## src/rtl/gf251_rej_pack_32.sv

```systemverilog
// gf251_rej_pack_32: rejection sampler that packs four GF(251) elements per 32-bit word.
// Raw random bytes >= 251 are dropped. Accepted bytes are compacted into a 7-byte
// staging buffer, and lanes 0..3 are emitted as one output word.
// Optional build macro GF251_REJ_STATS_EN adds o_rej_cnt, the rejected-byte count
// for the current run.
module gf251_rej_pack_32 #(
  parameter int unsigned CNT_W = 16
) (
  input  logic             i_clk,
  input  logic             i_rst_n,
  input  logic             i_start,
  input  logic [CNT_W-1:0] i_count,
  input  logic [31:0]      i_rand_data,
  input  logic             i_rand_valid,
  output logic             o_rand_ready,
  output logic [31:0]      o_x,
  output logic             o_valid,
  input  logic             i_ready,
  output logic             o_done
`ifdef GF251_REJ_STATS_EN
  ,
  output logic [15:0]      o_rej_cnt
`endif
);

  typedef enum logic [1:0] {StIdle, StRun, StDone} state_e;

  state_e           state_q, state_d;
  logic [CNT_W-1:0] cnt_q, cnt_d;     // words not yet loaded into o_x
  logic [7:0]       stage_q [7];
  logic [7:0]       stage_d [7];
  logic [2:0]       fill_q, fill_d;
  logic [31:0]      x_q, x_d;
  logic             valid_q, valid_d;

  logic             to_load, need_more, load, in_fire;
  logic [2:0]       rej_bytes;

  // Handshake decode. Input is requested only while staged bytes cannot cover
  // the remaining words, so no surplus word is pulled in at the end of a run.
  always_comb begin
    to_load      = (state_q == StRun) && (cnt_q != '0);
    need_more    = {cnt_q, 2'b00} > {{(CNT_W-1){1'b0}}, fill_q};
    load         = to_load && (fill_q >= 3'd4) && (!valid_q || i_ready);
    o_rand_ready = to_load && need_more && ((fill_q <= 3'd3) || load);
    in_fire      = o_rand_ready && i_rand_valid;
  end

  // FSM next state.
  always_comb begin
    state_d = state_q;
    unique case (state_q)
      StIdle: if (i_start) state_d = (i_count == '0) ? StDone : StRun;
      StRun:  if ((cnt_q == '0) && valid_q && i_ready) state_d = StDone;
      StDone: state_d = StIdle;
      default: state_d = StIdle;
    endcase
  end

  // Staging buffer: shift out a loaded word first, then append accepted bytes.
  always_comb begin
    for (int i = 0; i < 7; i++) stage_d[i] = stage_q[i];
    fill_d    = fill_q;
    rej_bytes = 3'd0;
    if (load) begin
      stage_d[0] = stage_q[4];
      stage_d[1] = stage_q[5];
      stage_d[2] = stage_q[6];
      stage_d[3] = 8'h00;
      stage_d[4] = 8'h00;
      stage_d[5] = 8'h00;
      stage_d[6] = 8'h00;
      fill_d     = fill_q - 3'd4;
    end
    if (in_fire) begin
      for (int b = 0; b < 4; b++) begin
        if (i_rand_data[8*b +: 8] < 8'd251) begin
          for (int j = 0; j < 7; j++) begin
            if (fill_d == 3'(j)) stage_d[j] = i_rand_data[8*b +: 8];
          end
          fill_d = fill_d + 3'd1;
        end else begin
          rej_bytes = rej_bytes + 3'd1;
        end
      end
    end
    // Leftovers are discarded when the run ends or a new run starts.
    if ((state_q == StIdle && i_start) || (state_q == StRun && state_d == StDone)) begin
      fill_d = 3'd0;
      for (int i = 0; i < 7; i++) stage_d[i] = 8'h00;
    end
  end

  // Output word register and remaining-word counter.
  always_comb begin
    cnt_d   = cnt_q;
    x_d     = x_q;
    valid_d = valid_q;
    if (state_q == StIdle && i_start) cnt_d = i_count;
    if (load) begin
      cnt_d   = cnt_q - 1'b1;
      x_d     = {stage_q[3], stage_q[2], stage_q[1], stage_q[0]};
      valid_d = 1'b1;
    end else if (i_ready && valid_q) begin
      valid_d = 1'b0;
    end
  end

  // State registers.
  always_ff @(posedge i_clk or negedge i_rst_n) begin
    if (!i_rst_n) begin
      state_q <= StIdle;
      cnt_q   <= '0;
      fill_q  <= 3'd0;
      x_q     <= 32'h0;
      valid_q <= 1'b0;
      for (int i = 0; i < 7; i++) stage_q[i] <= 8'h00;
    end else begin
      state_q <= state_d;
      cnt_q   <= cnt_d;
      fill_q  <= fill_d;
      x_q     <= x_d;
      valid_q <= valid_d;
      for (int i = 0; i < 7; i++) stage_q[i] <= stage_d[i];
    end
  end

  assign o_x     = x_q;
  assign o_valid = valid_q;
  assign o_done  = (state_q == StDone);

`ifdef GF251_REJ_STATS_EN
  logic [15:0] rej_q, rej_d;
  logic [16:0] rej_sum;

  // Saturating rejected-byte counter, cleared on start and held after the run.
  always_comb begin
    rej_sum = {1'b0, rej_q} + {14'h0, rej_bytes};
    rej_d   = rej_q;
    if (state_q == StIdle && i_start) rej_d = 16'h0;
    else if (in_fire) rej_d = rej_sum[16] ? 16'hFFFF : rej_sum[15:0];
  end

  // Counter register.
  always_ff @(posedge i_clk or negedge i_rst_n) begin
    if (!i_rst_n) rej_q <= 16'h0;
    else          rej_q <= rej_d;
  end

  assign o_rej_cnt = rej_q;
`endif

endmodule

```

## config.mk

```make
export PLATFORM = sky130hd
export DESIGN_NAME = gf251_rej_pack_32
export DESIGN_NICKNAME = d
export VERILOG_FILES = /design/src/rtl/gf251_rej_pack_32.sv
export SDC_FILE = /design/constraint.sdc
export NUM_CORES = 1
export LEC_CHECK = 0
export ABC_AREA = 1
export CORE_MARGIN = 5
export CORE_UTILIZATION = 49
export CTS_CLUSTER_DIAMETER = 200
export DETAILED_ROUTE_END_ITERATION = 16
export PLACE_DENSITY = 0.74
export SLEW_MARGIN = 10
export SYNTH_ARGS = -nofsm -noshare
export SYNTH_HDL_FRONTEND = slang
export SYNTH_SLANG_ARGS = --single-unit
```

## constraint.sdc

```tcl
create_clock -name i_clk -period 6.15 [get_ports i_clk]
set_clock_uncertainty 0.15 [all_clocks]
set_input_delay 1.23 -clock i_clk [delete_from_list [all_inputs] [get_ports i_clk]]
set_output_delay 1.23 -clock i_clk [all_outputs]
set_load 0.01 [all_outputs]
```

# Yosys cells after proc, flatten, opt, wreduce, memory -nomap -nowiden
# Index checks and enable logic that the tools add are counted.
# word_totals
reg_bits	110
out_inout_bits	35
inputBits	53
# op_classes
muxes	53
addsub	6
n_reduce_logical	25
eq_ne	27
order_cmp	7
# ops
op	n
56-bit 2-to-1 mux	7
8-bit 2-to-1 mux	28
3-bit == test (second input constant)	12
16-bit logical NOT	2
8-bit less-than comparator (second input constant)	4
16-bit 2-to-1 mux	2
3-bit 2-to-1 mux	10
3-bit by 2-bit == test with 1-bit output (second input constant)	8
18-bit by 3-bit > comparator with 1-bit output	1
16-bit nonzero test	1
16-bit by 1-bit subtractor with 16-bit output (second input constant)	1
3-bit by 1-bit adder with 3-bit output (second input constant)	4
3-bit by 1-bit == test with 1-bit output (second input constant)	4
3-bit logical NOT	4
1-bit logical AND	11
2-bit 2-to-1 mux	3
2-bit == test (second input constant)	2
2-bit one-hot mux with 2 select lines	1
2-bit nonzero test	2
3-bit >= comparator (second input constant)	1
3-bit by 2-bit less-or-equal comparator with 1-bit output (second input constant)	1
1-bit logical OR	3
3-bit subtractor (second input constant)	1
2-bit by 1-bit == test with 1-bit output (second input constant)	1
3 further kinds	4

# Longest topological paths before layout
# depth
depth_word	19
ltp_mapped	27

# Worst setup path after synthesis
# Ideal clock, no wire load.
# synth_timing
path_kind	input -> register
from	input i_ready
to	register stage_q[28] (netlist name)
arrival_ns	4.829
required_time_ns	5.870
path_stages	23
slack_ns	1.041
path_buffers	6
setup_ns	0.130
path_cell_list	inv_1 -> nand2_1 -> nand3_4 -> nand2_4 -> buf_4 -> buf_2 -> ha_1 -> or2_2 -> buf_6 -> nand2_2 -> inv_1 -> ha_1 -> nand2_1 -> buf_2 -> nand2_8 -> buf_6 -> ha_1 -> or2_2 -> nand3_2 -> buf_2 -> nand2_1 -> o211ai_1 -> o21ai_0
# synth_lines
item	line_no	text
start: declaration	18	input logic i_ready,
end: declaration	30	logic [7:0] stage_q [7];

==> run summary <==
Reg-to-Reg Start -> cnt_q[0]
Status -> complete, no violations
Tot GR Track Use -> 34.47%
RSZ-0062 raised after global routing -> false
Final #Nets -> 1597
Cts hold-fix bufs -> 0
Placed cell areas -> 10110 um2
PwrDens -> 693.2 nW/um2
Final GP Congestion -> 1.035
FP Rows -> 50
Die W -> 146.5 um
Vias per inst -> 5.827
Routed len/inst -> 21.39 um
CTS tree -> built
Worst setup path start -> i_rand_data[4]
Initial antenna violation count -> 0
Cts repair resizes -> 0
Final Setup Violations -> 0
Fin util -> 56.07%
Slew margin rel. -> 23.35%
Post-synth EDFFs -> 0
Sum Neg Setup Slack -> 0 ps
CP Max Fanout -> 15
Synth Cell Area -> 9125 um2
Clk_lat worst skew -> 370 ps
Vias in the first global route -> 9393
Setup CP Type -> in2reg
Worst r2r dst -> stage_q[5]
Max-slew violations -> 0
Number of max-cap violations -> 0
Number of top-level pins -> 88
WL final -> 37660 um
CTS max path bufs -> 2
Worst Path Arrival -> 5530 ps
First-pass GRT wire length -> 56960 um
Gr ovfl total -> 0
Layout cells sized above 1 -> 7.138%
Clock Sinks -> 110
Syn Nets -> 1541
Critical Path End Type -> flop
Met2 wire length -> 15720 um
DIE HEIGHT -> 146.5 um
Worst vdd ir -> 0.3637 mV
Worst-margin pin slew -> 1150 ps
Total Die Area -> 21450 um2
Pre-Repair DR Iteration Count -> 6
Largest family of logic cells by synthesized area -> simple AND/OR/NAND/NOR gates
DRC viols -> 0
Post-DP HPWL -> 27170 um
Worst setup path endpoint -> stage_q[48]
DRT iter0 DRCs -> 1436
FILL cells -> 1903
Highest Signal Layer -> met4
FF-to-FF setup slack -> 1680 ps
Clk slew on worst S/H paths -> 70 ps
Worst Hold Launch -> stage_q[47]
Total number of yosys warnings -> 0
Sum of routed wire segments on met1 -> 15730 um
Hold Path Class -> reg2reg
Final hold viol count -> 0
DR WL met3 -> 4757 um
Worst Path Required -> 6280 ps
Mux cell area share after synthesis -> 0%
Minimum clock period -> 5394 ps
Area share of and/or/nand/nor cells after synthesis -> 44.51%
CTS Root Buffer Type -> clkbuf_16
Largest net degree at the start of global routing -> 81
CORE AREA -> 18520 um2
Synth Area in Compound Gates -> 10.34%
ANT cells -> 0
Sequential area share after synthesis -> 30.17%
Synth Flop Type -> dfrtp_1
Htree depth -> 3
Synth Register Bits -> 110
Post-synth cell types -> 43
Num CTS Buffers -> 9
Syn Inst Count -> 1467
Share of flip-flops with an asynchronous set or reset -> 100.0%
Final ANT Viol Nets -> 0
R2R depth -> 21
Area delta synth->final -> 13.78%
Post-Synth Adder-Cell Area -> 2.879%
Via count -> 10262
Critical Path Source Type -> input port
Setup Buffers After CTS -> 0
Tcrit/Tclk final -> 87.70%
Initial core utilization -> 49.28%
Final Cell Area -> 10380 um2
Port Buf Inserts -> 87
Max Freq -> 185.4 MHz
Post-Synth XOR/XNOR Area -> 0.8364%
Leakage -> 5.617 nW
Syn Area/Cell -> 6.220 um2
cell usage in the layout, fill, tap and decap left out, drive strengths merged, types with 9 or more instances in the layout:
cell and n:
o211ai 13, buf 27, o21ai 104, clkdlybuf4s50 86
a21oi 41, nand4 39, ha 21, inv 174
clkbuf 9, nor2 85, nand3 197, dfrtp 110
nand2 579
per-layer routing:
metal	vias up	global-route usage, %
met3	93	11.17
met2	619	50.34
met4	0	12.70
li1	4815	-
met5	-	0
met1	4735	47.74
through the flow:
step / power (W) / hold WS, ps / instances / setup WS [ps]
after floorplan: 0.005021 / 292.2 / 1467 / 1041
after CTS: 0.007036 / 324.0 / 1761 / 860.3
after detailed placement: 0.006433 / 303.7 / 1746 / 513.9
final: 0.007197 / 321.3 / 1761 / 756.3
after global routing: 0.007835 / 340.5 / 1761 / 316.2
after global placement: 0.006415 / 300.8 / 1746 / 651.9
where the power goes:
| group | leakage [nW] | internal [W] | switching (W) | total, W |
|---|---|---|---|---|
| Clock | 0.126 | 0.000278 | 0.000308 | 0.000586 |
| Combinational | 4.14 | 0.00171 | 0.00358 | 0.00530 |
| Sequential | 1.35 | 0.00109 | 0.000231 | 0.00132 |
| Total | 5.62 | 0.00307 | 0.00412 | 0.00720 |
flip-flops by register name, summed over array words and instances (netlist names):
| name | count |
|---|---|
| stage_q | 56 |
| cnt_q | 16 |
| o_x | 32 |
| fill_q | 3 |
| state_q | 2 |
| o_valid | 1 |
cells in the mapped netlist, types with 9 or more instances:
library cell | count | share of area, %
a21oi_1 | 40 | 2.2
o211ai_1 | 13 | 1.1
nor2_1 | 76 | 3.1
nand2_2 | 15 | 1.0
inv_1 | 164 | 6.7
buf_6 | 9 | 1.1
dfrtp_1 | 110 | 30
o21ai_0 | 97 | 5.3
nand4_1 | 36 | 2.5
clkbuf_1 | 31 | 1.3
ha_1 | 21 | 2.9
nand3_1 | 182 | 10
buf_2 | 21 | 1.2
nand3_2 | 13 | 1.4
nand2_1 | 555 | 23
logic make-up after synthesis:
group,after synthesis
adder cells (fa/ha/maj),21
AND/OR/NAND/NOR,912
XOR/XNOR,7
buffers and inverters,243
flip-flops,110
AO/OA/AOI/OAI,174
final cells by class:
type	count	area, um2	share of cell area (%)
multi-input cells	1114	5344	51.47
repair buffers	113	1064	10.24
inverters	175	656.9	6.327
well taps	234	292.8	2.820
clock buffers	9	225.2	2.169
clock inverters	6	47.55	0.4579
flip-flops and latches	110	2753	26.51
critical path, cell delays in order:
cell	delay (ps)
clkdlybuf4s50_1	650
nand2_1	120
inv_1	90
nand4_2	160
inv_2	130
nand2_1	50
o21ai_0	170
ha_1	310
o21ai_0	370
ha_1	180
o21ai_0	170
inv_1	130
ha_1	150
inv_1	40
nor2_1	640
nand3_2	440
o21ai_0	290
inv_1	60
a21oi_1	120
worst min path at each step:
stage	depth (start not counted)	slack (ps)	end
after floorplan	2	290	o_x[10]
after global placement	2	300	o_x[15]
after detailed placement	2	300	o_x[16]
after CTS	2	320	o_x[15]
after global routing	2	340	o_x[15]
final	2	320	o_x[15]
Power figures use the tool's default switching activity.
